===== config.mk =====
export PLATFORM = sky130hd
export DESIGN_NAME = three_input_merge_flat
export DESIGN_NICKNAME = d
export VERILOG_FILES = /design/src/rtl/three_input_merge_pkg.sv /design/src/rtl/three_input_merge_if.sv /design/src/rtl/three_input_merge_out_reg.sv /design/src/rtl/three_input_merge.sv /design/src/flat_wrapper.sv
export SDC_FILE = /design/constraint.sdc
export NUM_CORES = 1
export LEC_CHECK = 0
export BUFFER_PORTS_ARGS = -buffer_cell sky130_fd_sc_hd__buf_2
export CORE_ASPECT_RATIO = 0.75
export CORE_MARGIN = 2
export CORE_UTILIZATION = 45
export CTS_CLUSTER_SIZE = 8
export DETAILED_ROUTE_END_ITERATION = 10
export GPL_TIMING_DRIVEN = 0
export PLACE_DENSITY = 0.95
export SLEW_MARGIN = 20
export SYNTH_ARGS = -nofsm -noshare
export SYNTH_HDL_FRONTEND = slang
export SYNTH_HIERARCHICAL = 1
export SYNTH_SLANG_ARGS = --single-unit

===== constraint.sdc =====
create_clock -name clk -period 2.9 [get_ports clk]
set_input_delay 0.145 -clock clk [delete_from_list [all_inputs] [get_ports clk]]
set_output_delay 0.145 -clock clk [all_outputs]
set_load 0.01 [all_outputs]

===== src/rtl/three_input_merge_pkg.sv =====
// Shared types and constants for the 3:1 controlled merge.
package merge_pkg;
    localparam int SEL_W = 2;
    localparam int NUM_IN = 3;
    localparam logic [SEL_W-1:0] SEL_ILLEGAL = 2'd3;

    typedef enum logic [1:0] {
        IDLE      = 2'd0,
        WAIT_DATA = 2'd1,
        SEND      = 2'd2
    } merge_state_t;

    // Ready mask for the lane a select token points at; illegal select maps to no lane.
    function automatic logic [NUM_IN-1:0] sel_onehot(input logic [SEL_W-1:0] s);
        logic [NUM_IN-1:0] oh;
        oh = '0;
        case (s)
            2'd0:    oh = 3'b001;
            2'd1:    oh = 3'b010;
            2'd2:    oh = 3'b100;
            default: oh = 3'b000;
        endcase
        return oh;
    endfunction
endpackage


===== src/rtl/three_input_merge_if.sv =====
// Select/lane/result valid-ready bundle for the 3:1 merge.
interface three_input_merge_if #(parameter int WIDTH = 24);
    import merge_pkg::*;

    logic              s_valid;
    logic              s_ready;
    logic [SEL_W-1:0]  s_data;
    logic [NUM_IN-1:0] l_valid;
    logic [NUM_IN-1:0] l_ready;
    logic [WIDTH-1:0]  l_data0;
    logic [WIDTH-1:0]  l_data1;
    logic [WIDTH-1:0]  l_data2;
    logic              r_valid;
    logic              r_ready;
    logic [WIDTH-1:0]  r_data;

    modport master (
        output s_valid, s_data, l_valid, l_data0, l_data1, l_data2, r_ready,
        input  s_ready, l_ready, r_valid, r_data
    );

    modport slave (
        input  s_valid, s_data, l_valid, l_data0, l_data1, l_data2, r_ready,
        output s_ready, l_ready, r_valid, r_data
    );
endinterface


===== src/rtl/three_input_merge_out_reg.sv =====
// Valid/ready holding register: loads a word, holds it under backpressure.
module merge_out_reg #(
    parameter int WIDTH = 24
) (
    input  logic             clk,
    input  logic             rst,
    input  logic             load_i,
    input  logic [WIDTH-1:0] data_i,
    input  logic             ready_i,
    output logic             valid_o,
    output logic [WIDTH-1:0] data_o
);
    logic             valid_q;
    logic [WIDTH-1:0] data_q;

    always_ff @(posedge clk) begin
        if (rst) begin
            valid_q <= 1'b0;
            data_q  <= '0;
        end else if (load_i) begin
            valid_q <= 1'b1;
            data_q  <= data_i;
        end else if (valid_q && ready_i) begin
            valid_q <= 1'b0;
        end
    end

    assign valid_o = valid_q;
    assign data_o  = data_q;
endmodule


===== src/rtl/three_input_merge.sv =====
// 3:1 controlled merge: select token, then one word from the chosen lane, then output.
// Optional THREE_MERGE_ERR_EN adds a sticky err flag and a saturating illegal-token counter.
module three_input_merge
    import merge_pkg::*;
#(
    parameter int WIDTH = 24
) (
    input  logic               clk,
    input  logic               rst,
    three_input_merge_if.slave bus,
    output logic               err
);
    merge_state_t     state_q, state_d;
    logic [SEL_W-1:0] sel_q, sel_d;
    logic [NUM_IN-1:0] lane_oh;
    logic             load;
    logic [WIDTH-1:0] mux_data;

    assign lane_oh = sel_onehot(sel_q);

    // Readies depend only on state/sel so no valid input can loop back into them.
    always_comb begin
        state_d     = state_q;
        sel_d       = sel_q;
        load        = 1'b0;
        bus.s_ready = (state_q == IDLE);
        bus.l_ready = '0;
        case (state_q)
            IDLE: begin
                if (bus.s_valid) begin
                    sel_d = bus.s_data;
                    if (bus.s_data != SEL_ILLEGAL) state_d = WAIT_DATA;
                end
            end
            WAIT_DATA: begin
                bus.l_ready = lane_oh;
                if ((bus.l_valid & lane_oh) != '0) begin
                    load    = 1'b1;
                    state_d = SEND;
                end
            end
            SEND: begin
                if (bus.r_valid && bus.r_ready) state_d = IDLE;
            end
            default: state_d = IDLE;
        endcase
    end

    always_comb begin
        case (sel_q)
            2'd0:    mux_data = bus.l_data0;
            2'd1:    mux_data = bus.l_data1;
            default: mux_data = bus.l_data2;
        endcase
    end

    always_ff @(posedge clk) begin
        if (rst) begin
            state_q <= IDLE;
            sel_q   <= '0;
        end else begin
            state_q <= state_d;
            sel_q   <= sel_d;
        end
    end

    merge_out_reg #(.WIDTH(WIDTH)) u_out (
        .clk     (clk),
        .rst     (rst),
        .load_i  (load),
        .data_i  (mux_data),
        .ready_i (bus.r_ready),
        .valid_o (bus.r_valid),
        .data_o  (bus.r_data)
    );

`ifdef THREE_MERGE_ERR_EN
    logic       err_q;
    logic [3:0] ill_cnt_q;
    logic       ill_fire;

    assign ill_fire = (state_q == IDLE) && bus.s_valid && (bus.s_data == SEL_ILLEGAL);

    always_ff @(posedge clk) begin
        if (rst) begin
            err_q     <= 1'b0;
            ill_cnt_q <= '0;
        end else if (ill_fire) begin
            err_q <= 1'b1;
            if (ill_cnt_q != 4'hF) ill_cnt_q <= ill_cnt_q + 4'd1;
        end
    end

    assign err = err_q;
`else
    assign err = 1'b0;
`endif
endmodule

===== src/flat_wrapper.sv =====
// flat-port wrapper written by rule: the top's interface ports become plain ports
module three_input_merge_flat import merge_pkg::*;
#(
    parameter int WIDTH = 24
)
  (clk, rst, err, bus_s_valid, bus_s_data, bus_l_valid, bus_l_data0, bus_l_data1, bus_l_data2, bus_r_ready, bus_s_ready, bus_l_ready, bus_r_valid, bus_r_data);
  three_input_merge_if #(.WIDTH(WIDTH)) bus_i ();
  input  logic clk;
  input  logic rst;
  output logic err;
  input wire logic [$bits(bus_i.s_valid)-1:0] bus_s_valid;
  input wire logic [$bits(bus_i.s_data)-1:0] bus_s_data;
  input wire logic [$bits(bus_i.l_valid)-1:0] bus_l_valid;
  input wire logic [$bits(bus_i.l_data0)-1:0] bus_l_data0;
  input wire logic [$bits(bus_i.l_data1)-1:0] bus_l_data1;
  input wire logic [$bits(bus_i.l_data2)-1:0] bus_l_data2;
  input wire logic [$bits(bus_i.r_ready)-1:0] bus_r_ready;
  output wire logic [$bits(bus_i.s_ready)-1:0] bus_s_ready;
  output wire logic [$bits(bus_i.l_ready)-1:0] bus_l_ready;
  output wire logic [$bits(bus_i.r_valid)-1:0] bus_r_valid;
  output wire logic [$bits(bus_i.r_data)-1:0] bus_r_data;
  assign bus_i.s_valid = bus_s_valid;
  assign bus_i.s_data = bus_s_data;
  assign bus_i.l_valid = bus_l_valid;
  assign bus_i.l_data0 = bus_l_data0;
  assign bus_i.l_data1 = bus_l_data1;
  assign bus_i.l_data2 = bus_l_data2;
  assign bus_i.r_ready = bus_r_ready;
  assign bus_s_ready = bus_i.s_ready;
  assign bus_l_ready = bus_i.l_ready;
  assign bus_r_valid = bus_i.r_valid;
  assign bus_r_data = bus_i.r_data;
  three_input_merge #(.WIDTH(WIDTH)) u_core (.clk(clk), .rst(rst), .bus(bus_i), .err(err));
endmodule

==> impl_metrics.toml <==
[die]
dieHeight_um = 56.9
die_w_um = 74.5
rows = 19
io_pins = 111
coreArea_mm2 = 0.00361
start_util_pct = 46.4
dieArea_mm2 = 0.00424

[finish]
diodes = 0
seq_area_um2 = 581
stdcell_count = 358
fillers = 315
finalNetCount = 387
synthToLayoutAreaGrowth_pct = 41.5
drive_gt1_share_pct = 41.5
multiInputGateArea_um2 = 946

[grt]
grt_pass1_vias = 1644
use_met1_pct = 24.1
met2_usage_pct = 41.3
grtUsageTotal_pct = 22.0
grt_pass1_wl_um = 7100
use_met3_pct = 5.21
antenna_found_initial = 0
gr-total-overflow = 0
grt_max_degree = 11
busiest_layer = "met2"

[routing]
first_pass_iters = 4
vias = 1733
wirelength_um = 4550
drt-initial-drc-count = 50
ant_nets = 0
via_per_inst = 4.84
drcViolationCount = 0
wl_per_cell_um = 12.7

[sta]
fin_crit_sh_pct = 55.5
clock.fmax_ghz = 0.621
clock-skew-final_ns = 0.00492
rsz0062_at_grt = "false"
fin_crit_ns = 1.61
report.final.slew_viol_count = 0
hold_viol = 0
fin_setup_tns_ns = 0
finalSetupViolCount = 0
maxSlewHeadroom_pct = 66.1
worst_pin_slew_ns = 0.508

[clock_tree]
cts_hold_buf = 0
numCtsBuffers = 5
clkTransAtPathRegs_ns = 0.06
cts_resized = 0
cts.sinks = 29
htree_levels = 2
root_buffer = "clkbuf_8"
cts_tree = "done"
clock_latency_ns = 0.27
clock_path_buffers = 2
post-cts-setup-buffers = 0

[critical_path]
crit_path_end_kind = "flop"
crit_fanout = 10
cp-start-kind = "flop"
worstSetupPathType = "reg2reg"
critical_path_required_ns = 3.04
crit_arrival_ns = 1.75
rr_worst_depth = 6

[placed_design]
gp_congestion = 0.776
dp.cells = 351
dp_hpwl_um = 3480
port_buffers = 109

[power]
peakVddDrop_mv = 0.297
p_leak_nw = 1.08
cellPowerDensity_mw_per_mm2 = 432
p_total_mw = 1.03

[logic_synthesis]
synth_seq_area_share_pct = 34.6
ys_dominant_reg_cell = "dfxtp_1"
syn_area_per_cell_um2 = 8.83
yosys_register_bits = 29
yosys.cell_types.count = 25
synth_nets = 271
async_flop_share_pct = 0
synth_edf_count = 0
ys_warn_count = 6
syn_inst = 190
netlist_area_mm2 = 0.00168

[worst_hold_path]
hold_path.class = "in2reg"
min_path_cells = 2

[run_status]
status = "completed"

[run]
drv_cap = 0
-- worst max-delay path, stage by stage (launching register included) --
cell	delay (ns)
dfxtp_1	0.41
or2b_1	0.31
nor2_1	0.15
buf_6	0.18
buf_12	0.15
mux2i_1	0.22
nor2_1	0.06
-- final timing paths --
kind	end	startpoint	slack, ns
setup / recovery	u_core/u_out/data_o[15]	u_core/state_q[0]	1.29
hold / removal	u_core/sel_q[0]	rst	0.14
setup reg to reg	u_core/u_out/data_o[15]	u_core/state_q[0]	1.29
hold reg to reg	u_core/u_out/data_o[23]	u_core/u_out/data_o[23]	0.49
-- cell usage after synthesis, types with 2 or more instances --
| library cell | count | share of area (%) |
|---|---|---|
| nor3b_1 | 2 | 0.89 |
| buf_12 | 4 | 4.8 |
| buf_1 | 2 | 0.45 |
| nand2_1 | 26 | 5.8 |
| mux2i_1 | 51 | 30 |
| nand3b_1 | 2 | 0.89 |
| a211oi_1 | 2 | 0.89 |
| nor2_1 | 28 | 6.3 |
| o21ai_0 | 8 | 2.4 |
| o21ai_1 | 16 | 4.8 |
| dfxtp_1 | 29 | 35 |
| buf_2 | 3 | 0.89 |
| buf_6 | 2 | 1.3 |
| clkbuf_1 | 4 | 0.89 |
-- cells by family after synthesis --
kind of cell	share of synthesized area, %
compound gates	9.99
buf+inv	9.02
flops	34.6
mux	30.4
other cells	0.223
simple gates	15.7
-- per-stage QoR --
stage / hold slack, ns / instance area (um^2) / utilization [%] / worst slack [ns]
after floorplan: 0.217 / 1680 / - / 1.46
after global placement: 0.406 / 2290 / 63.3 / 1.36
after detailed placement: 0.409 / 2290 / 63.3 / 1.31
after CTS: 0.126 / 2370 / 65.7 / 1.30
after global routing: 0.143 / 2370 / 65.7 / 1.18
final: 0.139 / 2370 / 65.7 / 1.29
-- area by class of cell --
type | count | area share [%]
Sequential cell | 29 | 24.4
Tap cell | 52 | 2.74
Clock buffer | 7 | 3.64
Inverter | 1 | 0.158
Buffer | 16 | 6.22
Multi-Input combinational cell | 144 | 39.8
Timing Repair Buffer | 109 | 23.0
-- sequential cells by signal (all words and copies together), names as in the netlist --
signal and count:
u_core/state_q 2, u_core/sel_q 2, u_core/u_out/data_o 24, u_core/u_out/valid_o 1
-- cells in the final DEF (no fill, tap or decap), drive strengths merged --
master and instances:
o31ai 1, dfxtp 29, conb 1, o211ai 1
o21a 1, nand3b 2, a21oi 1, or2b 1
o21ai 24, nand2b 1, mux2i 51, buf 121
nor3 1, nand2 26, nor3b 3, clkbuf 11
nor2 28, inv 1, a211oi 2
-- power breakdown --
group / internal [mW] / switching [mW]
Clock: 0.188 / 0.138
Combinational: 0.138 / 0.131
Sequential: 0.419 / 0.0124
-- metal layers --
layer	wire length, um	vias up
li1	-	874
met1	1930	787
met2	2320	66
met3	270	6
met4	34	0
met5	0	-
(Power assumes the default switching activity.)
